[src/rtl/spi_master.sv]
// SPI mode-0 master with Avalon-ST byte interfaces. Each accepted sink byte is shifted
// out MSB first while the byte returned on miso is presented on the source port.
module spi_master #(
    parameter int CLK_DIV = 4,
    parameter int CS_GAP  = 4
) (
    input  logic       sysclk,
    input  logic       nreset,
    input  logic [7:0] stsinkdata,
    input  logic       stsinkvalid,
    output logic       stsinkready,
    output logic [7:0] stsourcedata,
    output logic       stsourcevalid,
    input  logic       stsourceready,
    output logic       sclk,
    output logic       mosi,
    input  logic       miso,
    output logic       nss,
    output logic       busy
);

    localparam int DIV_W = (CLK_DIV > 1) ? $clog2(CLK_DIV) : 1;
    localparam int GAP_W = (CS_GAP > 1) ? $clog2(CS_GAP) : 1;
    localparam logic [DIV_W-1:0] DIV_LAST = DIV_W'(CLK_DIV - 1);
    localparam logic [GAP_W-1:0] GAP_LAST = GAP_W'(CS_GAP - 1);

    typedef enum logic [1:0] {
        IDLE,
        SHIFT,
        HOLD,
        GAP
    } state_e;

    state_e           r_state;
    logic [DIV_W-1:0] r_div;
    logic [2:0]       r_bit;
    logic [GAP_W-1:0] r_gap;
    logic [6:0]       r_tx;
    logic [7:0]       r_rx;
    logic [7:0]       r_srcdata;
    logic             r_srcvalid;
    logic             r_sclk;
    logic             r_mosi;
    logic             r_nss;

    logic             w_ready;
    logic             w_take;

    // Gated by nreset so the sink port is closed while reset is held, even though IDLE.
    assign w_ready = nreset & ((r_state == IDLE) | ((r_state == HOLD) & ~r_srcvalid));
    assign w_take  = stsinkvalid & w_ready;

    assign stsinkready   = w_ready;
    assign stsourcedata  = r_srcdata;
    assign stsourcevalid = r_srcvalid;
    assign sclk          = r_sclk;
    assign mosi          = r_mosi;
    assign nss           = r_nss;
    assign busy          = (r_state != IDLE);

    // NOTE: all state is updated with non-blocking assignments so every branch sees the
    // pre-edge values of its neighbours, regardless of statement order.
    always_ff @(posedge sysclk or negedge nreset) begin
        if (!nreset) begin
            r_state    <= IDLE;
            r_div      <= '0;
            r_bit      <= '0;
            r_gap      <= '0;
            r_tx       <= '0;
            r_rx       <= '0;
            r_srcdata  <= '0;
            r_srcvalid <= 1'b0;
            r_sclk     <= 1'b0;
            r_mosi     <= 1'b0;
            r_nss      <= 1'b1;
        end else if (w_take) begin
            // Entered from IDLE or HOLD; nss simply stays low on a back-to-back byte.
            r_state <= SHIFT;
            r_div   <= '0;
            r_bit   <= '0;
            r_tx    <= stsinkdata[6:0];
            r_mosi  <= stsinkdata[7];
            r_rx    <= '0;
            r_sclk  <= 1'b0;
            r_nss   <= 1'b0;
        end else begin
            case (r_state)
                IDLE: begin
                    r_nss  <= 1'b1;
                    r_mosi <= 1'b0;
                end
                SHIFT: begin
                    if (r_div != DIV_LAST) begin
                        r_div <= r_div + 1'b1;
                    end else if (!r_sclk) begin
                        r_div  <= '0;
                        r_sclk <= 1'b1;
                        r_rx   <= {r_rx[6:0], miso};
                    end else begin
                        r_div  <= '0;
                        r_sclk <= 1'b0;
                        if (r_bit == 3'd7) begin
                            r_state    <= HOLD;
                            r_bit      <= '0;
                            r_mosi     <= 1'b0;
                            r_srcdata  <= r_rx;
                            r_srcvalid <= 1'b1;
                        end else begin
                            r_bit  <= r_bit + 1'b1;
                            r_mosi <= r_tx[6];
                            r_tx   <= {r_tx[5:0], 1'b0};
                        end
                    end
                end
                HOLD: begin
                    if (r_srcvalid) begin
                        if (stsourceready) begin
                            r_srcvalid <= 1'b0;
                        end
                    end else begin
                        r_state <= GAP;
                        r_gap   <= '0;
                        r_nss   <= 1'b1;
                        r_mosi  <= 1'b0;
                    end
                end
                GAP: begin
                    if (r_gap == GAP_LAST) begin
                        r_state <= IDLE;
                        r_gap   <= '0;
                    end else begin
                        r_gap <= r_gap + 1'b1;
                    end
                end
                default: r_state <= IDLE;
            endcase
        end
    end

endmodule

[config.mk]
export PLATFORM = sky130hd
export DESIGN_NAME = spi_master
export DESIGN_NICKNAME = d
export VERILOG_FILES = /design/src/rtl/spi_master.sv
export SDC_FILE = /design/constraint.sdc
export NUM_CORES = 1
export LEC_CHECK = 0
export ABC_AREA = 1
export BUFFER_PORTS_ARGS = -buffer_cell sky130_fd_sc_hd__buf_2
export CAP_MARGIN = 20
export CORE_UTILIZATION = 61
export DETAILED_ROUTE_END_ITERATION = 8
export PLACE_DENSITY = 0.92
export SYNTH_ARGS = -nofsm -noshare
export SYNTH_HDL_FRONTEND = slang
export SYNTH_SLANG_ARGS = --single-unit
[constraint.sdc]
create_clock -name sysclk -period 2.5 [get_ports sysclk]
set_clock_uncertainty 0.1 [all_clocks]
set_input_delay 0.5 -clock sysclk [delete_from_list [all_inputs] [get_ports sysclk]]
set_output_delay 0.5 -clock sysclk [all_outputs]
set_load 0.1 [all_outputs]
==> results.yml, run 1 <==
clock_tree:
  cts.hold.buffers_added: 0
  numCtsBuffers: 5
  root_buffer: "sky130_fd_sc_hd__clkbuf_4"
  clockBufferDepth: 2
  clock_sink_count: 36
  post-cts-setup-buffer-count: 0
  cts_tree: "yes"
  path_clk_slew_ns: 0.11
  clk_latency_ns: 0.33
  resized_cells_post_cts: 0
  ctsHtreeMaxLevel: 2
synth:
  synth_most_common_cell: "sky130_fd_sc_hd__nand2_1"
  syn_area_per_cell_um2: 7.79
  synth.area.top_cells: "sky130_fd_sc_hd__dfrtp_1, sky130_fd_sc_hd__nand2_1, sky130_fd_sc_hd__inv_1"
  post_synth_num_cell_types: 25
  mappedNetlistArea_mm2: 0.00200
  synthDominantAreaCellType: "sky130_fd_sc_hd__dfrtp_1"
  postSynth.topFlopCell: "sky130_fd_sc_hd__dfrtp_1"
  netlist_top_cells_count: "sky130_fd_sc_hd__nand2_1, sky130_fd_sc_hd__dfrtp_1, sky130_fd_sc_hd__inv_1"
  synth_edf_count: 0
  synthesis.instances: 257
  yosysTopAreaCellShare: 0.437
  ys_seq_elements: 36
  synthesized_net_count: 278
  yosysSeqAreaShare: 0.450
  yosys_warnings: 0
  postSynth.asyncResetShare: 1.00
final_layout:
  layout-drive-gt1-share: 0.178
  multi_input_logic_area_um2: 902
  layout.filler_cells: 238
  seqCellArea_um2: 902
  layout-area-overhead-vs-synth_pct: 11.2
  diodes: 0
  nNetsFinal: 301
  postLayoutCoreUtil: 0.724
  fin_area_mm2: 0.00223
power:
  cellInternalPower_mw: 0.809
  switching_share: 0.218
  peakVddDrop_mv: 0.393
  power.clock.fraction: 0.391
  power_density_mw_per_mm2: 464
  comb_power_share: 0.036
  p_switching_mw: 0.226
  reported_leakage_power_nw: 1.31
  seqPwrFrac: 0.573
sta:
  final-setup-viol-count: 0
  min_period_ns: 2.28
  min_period_over_period: 0.912
  max_clock_freq_mhz: 439
  grt_setup_unrepaired: "false"
  finalHoldViolCount: 0
  final.setup.tns_ns: 0
  worst_slew_margin_rel: 0.665
  finalWorstSetupSlack_ns: 0.221
  tightestPinTransition_ns: 0.503
  report.final.slew_viol_count: 0
die:
  die_ar_mm2: 0.00352
  floorplan.die.height_um: 59.3
  floorplan.die.width_um: 59.3
  core-area_mm2: 0.00308
  starting_utilization_of_the_core_area: 0.651
  rows: 20
  design.portCount: 27
route:
  drt_first_iter_violations: 147
  antenna_left: 0
  drt_pre_antenna_iters: 4
  routed_wl_um: 3770
  vias: 1686
  post-route-drc-count: 0
  avgRoutedWirePerCell_um: 11.6
  via_per_inst: 5.19
setup_path:
  crit_type: "reg2out"
  critical_path_required_ns: 1.90
  worstPathArrival_ns: 1.68
  timing.critical_path.from_type: "register"
  worst-path-max-fanout: 4
  setup.worst_path.end_class: "output pin"
grt:
  grt_antenna_before_repair: 0
  gr-total-overflow: 0
  grt_pass1_wl_um: 6370
  number_of_global_route_vias_before_repair: 1572
  grt_start_max_net_pins: 44
  gr-usage-all-layers: 0.243
hold_path:
  worst_hold_path_type: "in2async"
placement:
  place_congestion: 0.838
  dpl_worst_slack_ns: 0.487
  port_buffers: 26
  place.detailed.hpwl_um: 2630
  placedInstanceArea_mm2: 0.00215
run_status:
  result_of_the_run: "completed"
run:
  drv_cap: 0
cell families (layout without fill, tap and decap cells):
logic type | Yosys count | count (layout) | share of synthesized area
AND/OR/NAND/NOR | 150 | 150 | 0.330
buffers and inverters | 45 | 69 | 0.105
AO/OA/AOI/OAI | 18 | 18 | 0.0643
flip-flops | 36 | 36 | 0.450
adder cells (fa/ha/maj) | 8 | 8 | 0.0500
cell type report:
class | instances | area share
multi-input combinational | 176 | 0.405
clock buffer | 5 | 0.0169
clock inverter | 3 | 0.0191
inverter | 32 | 0.0539
tap | 44 | 0.0247
timing repair buffer | 29 | 0.0753
sequential | 36 | 0.405
power by group through the flow:
stage	combinational, mW	sequential, mW	clock (mW)
global route	0.0423	0.593	0.443
detailed placement	0.0371	0.604	0
global placement	0.0364	0.604	0
finish	0.0367	0.593	0.405
floorplan	0.0141	0.602	0
CTS	0.0374	0.592	0.415
final timing paths:
check | from | endpoint | slack, ns | depth (start not counted)
worst max-delay path | r_state[0] | busy | 0.22 | 4
worst min-delay path | nreset | r_tx[2] | 0.19 | 2
worst max register to register | r_state[1] | r_tx[4] | 0.46 | 8
worst min register to register | stsourcedata[6] | stsourcedata[6] | 0.38 | 2
max in group asynchronous | nreset | nss | 1.73 | 2
min in group sysclk | stsinkdata[0] | r_tx[0] | 0.30 | 3
sequential cells by signal, summed over array words and instances (netlist names):
signal,count
r_div,2
stsourcedata,8
r_gap,2
sclk,1
nss,1
r_state,2
r_rx,8
stsourcevalid,1
mosi,1
r_bit,3
r_tx,7
placed cells by master (no fill, tap or decap):
master	count
sky130_fd_sc_hd__a21boi_4	1
sky130_fd_sc_hd__a21oi_1	2
sky130_fd_sc_hd__buf_12	1
sky130_fd_sc_hd__buf_2	25
sky130_fd_sc_hd__buf_4	3
sky130_fd_sc_hd__bufinv_16	1
sky130_fd_sc_hd__clkbuf_4	5
sky130_fd_sc_hd__clkinv_2	1
sky130_fd_sc_hd__clkinvlp_4	1
sky130_fd_sc_hd__dfrtp_1	35
sky130_fd_sc_hd__dfstp_2	1
sky130_fd_sc_hd__ha_1	8
sky130_fd_sc_hd__inv_1	30
sky130_fd_sc_hd__inv_2	2
sky130_fd_sc_hd__nand2_1	102
sky130_fd_sc_hd__nand2_2	2
sky130_fd_sc_hd__nand2_4	1
sky130_fd_sc_hd__nand3_1	19
sky130_fd_sc_hd__nand3_4	1
sky130_fd_sc_hd__nand4_1	16
sky130_fd_sc_hd__nor2_1	7
sky130_fd_sc_hd__nor2_4	1
sky130_fd_sc_hd__nor3_1	1
sky130_fd_sc_hd__o211ai_1	4
sky130_fd_sc_hd__o211ai_2	3
sky130_fd_sc_hd__o21ai_0	6
sky130_fd_sc_hd__o21ai_1	1
sky130_fd_sc_hd__o21ai_2	1
worst max-delay path, stage by stage (launching register included):
cell                      delay, ns
sky130_fd_sc_hd__dfrtp_1       0.40
sky130_fd_sc_hd__inv_1         0.08
sky130_fd_sc_hd__ha_1          0.20
sky130_fd_sc_hd__inv_1         0.19
sky130_fd_sc_hd__buf_2         0.48
metal layers:
layer  wire, um  share of wire  GRT usage
met4         64          0.017      0.102
met3        141          0.037     0.0655
met1       1800           0.48      0.312
met5          0              0          0
met2       1770           0.47      0.388
through the flow:
| stage | cells | hold WS [ns] | power [mW] |
|---|---|---|---|
| 3_5_place_dp | 317 | 0.358 | 0.641 |
| 2_1_floorplan | 257 | 0.104 | 0.616 |
| 5_1_grt | 325 | 0.206 | 1.08 |
| 4_1_cts | 325 | 0.190 | 1.04 |
| 3_3_place_gp | 317 | 0.353 | 0.640 |
| 6_report | 325 | 0.191 | 1.03 |
Note: power is estimated with default switching activity, not from simulation.
==> run 2: changes to the inputs <==
--- a/config.mk
+++ b/config.mk
@@ -8,9 +8,11 @@
 export ABC_AREA = 1
 export BUFFER_PORTS_ARGS = -buffer_cell sky130_fd_sc_hd__buf_2
 export CAP_MARGIN = 20
-export CORE_UTILIZATION = 61
+export CELL_PAD_IN_SITES_DETAIL_PLACEMENT = 1
+export CELL_PAD_IN_SITES_GLOBAL_PLACEMENT = 1
+export CORE_UTILIZATION = 45
 export DETAILED_ROUTE_END_ITERATION = 8
-export PLACE_DENSITY = 0.92
+export PLACE_DENSITY_LB_ADDON = 0.1
 export SYNTH_ARGS = -nofsm -noshare
 export SYNTH_HDL_FRONTEND = slang
 export SYNTH_SLANG_ARGS = --single-unit
==> run 2 against run 1 <==
Final area is 2.7% higher. Fmax is 0.35% higher. Critical path depth stayed put. Final cell count is 2.8% higher. Register-to-register slack worse by 0.04 ns. Non-clock buffer count is 3 higher. Setup slack better by 0.0080 ns. Hold slack better by 0.17 ns.
==> results.yml, run 2 (same netlist as run 1, synthesis figures left out) <==
die:
  die_ar_mm2: 0.00472
  core-area_mm2: 0.00414
  rows: 23
  floorplan.die.height_um: 68.7
  floorplan.die.width_um: 68.7
  design.portCount: 27
  starting_utilization_of_the_core_area: 0.483
setup_path:
  setup.worst_path.end_class: "output pin"
  worstPathArrival_ns: 1.67
  timing.critical_path.from_type: "input port"
  crit_type: "in2out"
  worstPathCellList: "dlygate4sd3_1 -> buf_2 -> a21boi_4 -> buf_12"
  worst_path_max_delay_cell: "sky130_fd_sc_hd__dlygate4sd3_1"
  critPathBufInv: 3
  path_depth: 4
  critical-path-max-stage-delay_ns: 0.52
  cpLargestDelayFamily: "buffers and inverters"
  critical_path_required_ns: 1.90
  reg2reg_depth: 8
  worst-path-max-fanout: 7
sta:
  max_clock_freq_mhz: 440
  min_period_ns: 2.27
  tightestPinTransition_ns: 0.504
  min_period_over_period: 0.909
  finalHoldViolCount: 0
  worst_slew_margin_rel: 0.667
  final-setup-viol-count: 0
  final.setup.tns_ns: 0
  grt_setup_unrepaired: "false"
  report.final.slew_viol_count: 0
clock_tree:
  numCtsBuffers: 5
  ctsHtreeMaxLevel: 2
  clock_sink_count: 36
  cts_tree: "yes"
  post-cts-setup-buffer-count: 0
  clockBufferDepth: 2
  root_buffer: "sky130_fd_sc_hd__clkbuf_8"
  cts.hold.buffers_added: 1
  resized_cells_post_cts: 0
  path_clk_slew_ns: 0.07
  clk_latency_ns: 0.29
final_layout:
  seqCellArea_um2: 902
  layout_common_cells: "sky130_fd_sc_hd__nand2_1, sky130_fd_sc_hd__dfrtp_1, sky130_fd_sc_hd__inv_1"
  nNetsFinal: 304
  final_common_cell: "sky130_fd_sc_hd__nand2_1"
  layout.filler_cells: 546
  final-instance-count-excl-fill: 334
  multi_input_logic_area_um2: 902
  diodes: 0
  layout-area-overhead-vs-synth_pct: 14.2
  layout-drive-gt1-share: 0.180
placement:
  place.detailed.hpwl_um: 3330
  dp.cells: 325
  port_buffers: 26
  place_congestion: 0.790
grt:
  grt_start_max_net_pins: 37
  grt_pass1_wl_um: 7580
  gr-total-overflow: 0
  number_of_global_route_vias_before_repair: 1682
  gr-usage-all-layers: 0.219
  grt_antenna_before_repair: 0
route:
  drt_pre_antenna_iters: 4
  avgRoutedWirePerCell_um: 13.7
  routed_wl_um: 4580
  via_per_inst: 5.10
  post-route-drc-count: 0
  vias: 1702
  antenna_left: 0
  drt_first_iter_violations: 84
power:
  cellInternalPower_mw: 0.898
  reported_leakage_power_nw: 1.34
  totalPowerFinal_mw: 1.14
  power_density_mw_per_mm2: 496
  seqPwrFrac: 0.523
  peakVddDrop_mv: 0.291
  power.clock.fraction: 0.442
  comb_power_share: 0.035
  p_switching_mw: 0.237
  switching_share: 0.209
run:
  drv_cap: 0
hold_path:
  timing.hold.worst_path_depth: 3
  worst_hold_path_type: "in2reg"
run_status:
  result_of_the_run: "completed"
run 2: worst paths after layout:
check	from	end	slack (ns)
max in group asynchronous	nreset	sclk	1.27
min reg2reg	stsourcedata[2]	stsourcedata[2]	0.37
min	stsinkdata[0]	r_tx[0]	0.36
max	nreset	stsinkready	0.23
min in group asynchronous	nreset	r_tx[1]	0.49
max reg2reg	r_state[0]	stsourcedata[3]	0.42
run 2: area by class of cell:
class,instances,area share
flip-flops and latches,36,0.394
inverters,32,0.0525
multi-input cells,176,0.394
clock inverters,2,0.0153
clock buffers,6,0.0317
repair buffers,32,0.0842
well taps,50,0.0274
run 2: power by group through the flow:
| stage | Combinational (mW) | Clock [mW] | Sequential, mW |
|---|---|---|---|
| finish | 0.0399 | 0.502 | 0.593 |
| global route | 0.0469 | 0.531 | 0.594 |
| CTS | 0.0413 | 0.514 | 0.593 |
| detailed placement | 0.0394 | 0 | 0.604 |
| global placement | 0.0384 | 0 | 0.605 |
| floorplan | 0.0141 | 0 | 0.602 |
run 2: worst register-to-register path, stage by stage (launching register included):
cell                      delay, ns
sky130_fd_sc_hd__dfrtp_1       0.40
sky130_fd_sc_hd__inv_1         0.09
sky130_fd_sc_hd__ha_1          0.21
sky130_fd_sc_hd__inv_1         0.20
sky130_fd_sc_hd__nand2_4       0.12
sky130_fd_sc_hd__nand3_4       0.30
sky130_fd_sc_hd__nand3_1       0.35
sky130_fd_sc_hd__nand2_1       0.15
sky130_fd_sc_hd__nand2_1       0.06
run 2: per-layer routing:
| layer | routed length [um] | up-vias | global-route usage |
|---|---|---|---|
| met3 | 150 | 3 | 0.0493 |
| met2 | 2150 | 23 | 0.363 |
| met1 | 2250 | 811 | 0.286 |
| met4 | 24 | 0 | 0.0612 |
| li1 | - | 865 | - |
| met5 | 0 | - | 0 |
run 2: metrics by stage:
stage	util	area [um2]	hold WS, ns	worst slack [ns]
global route	0.552	2290	0.398	0.136
finish	0.552	2290	0.357	0.229
CTS	0.552	2290	0.357	0.217
global placement	0.524	2170	0.248	0.508
floorplan	-	2010	0.104	0.0843
detailed placement	0.524	2170	0.246	0.398
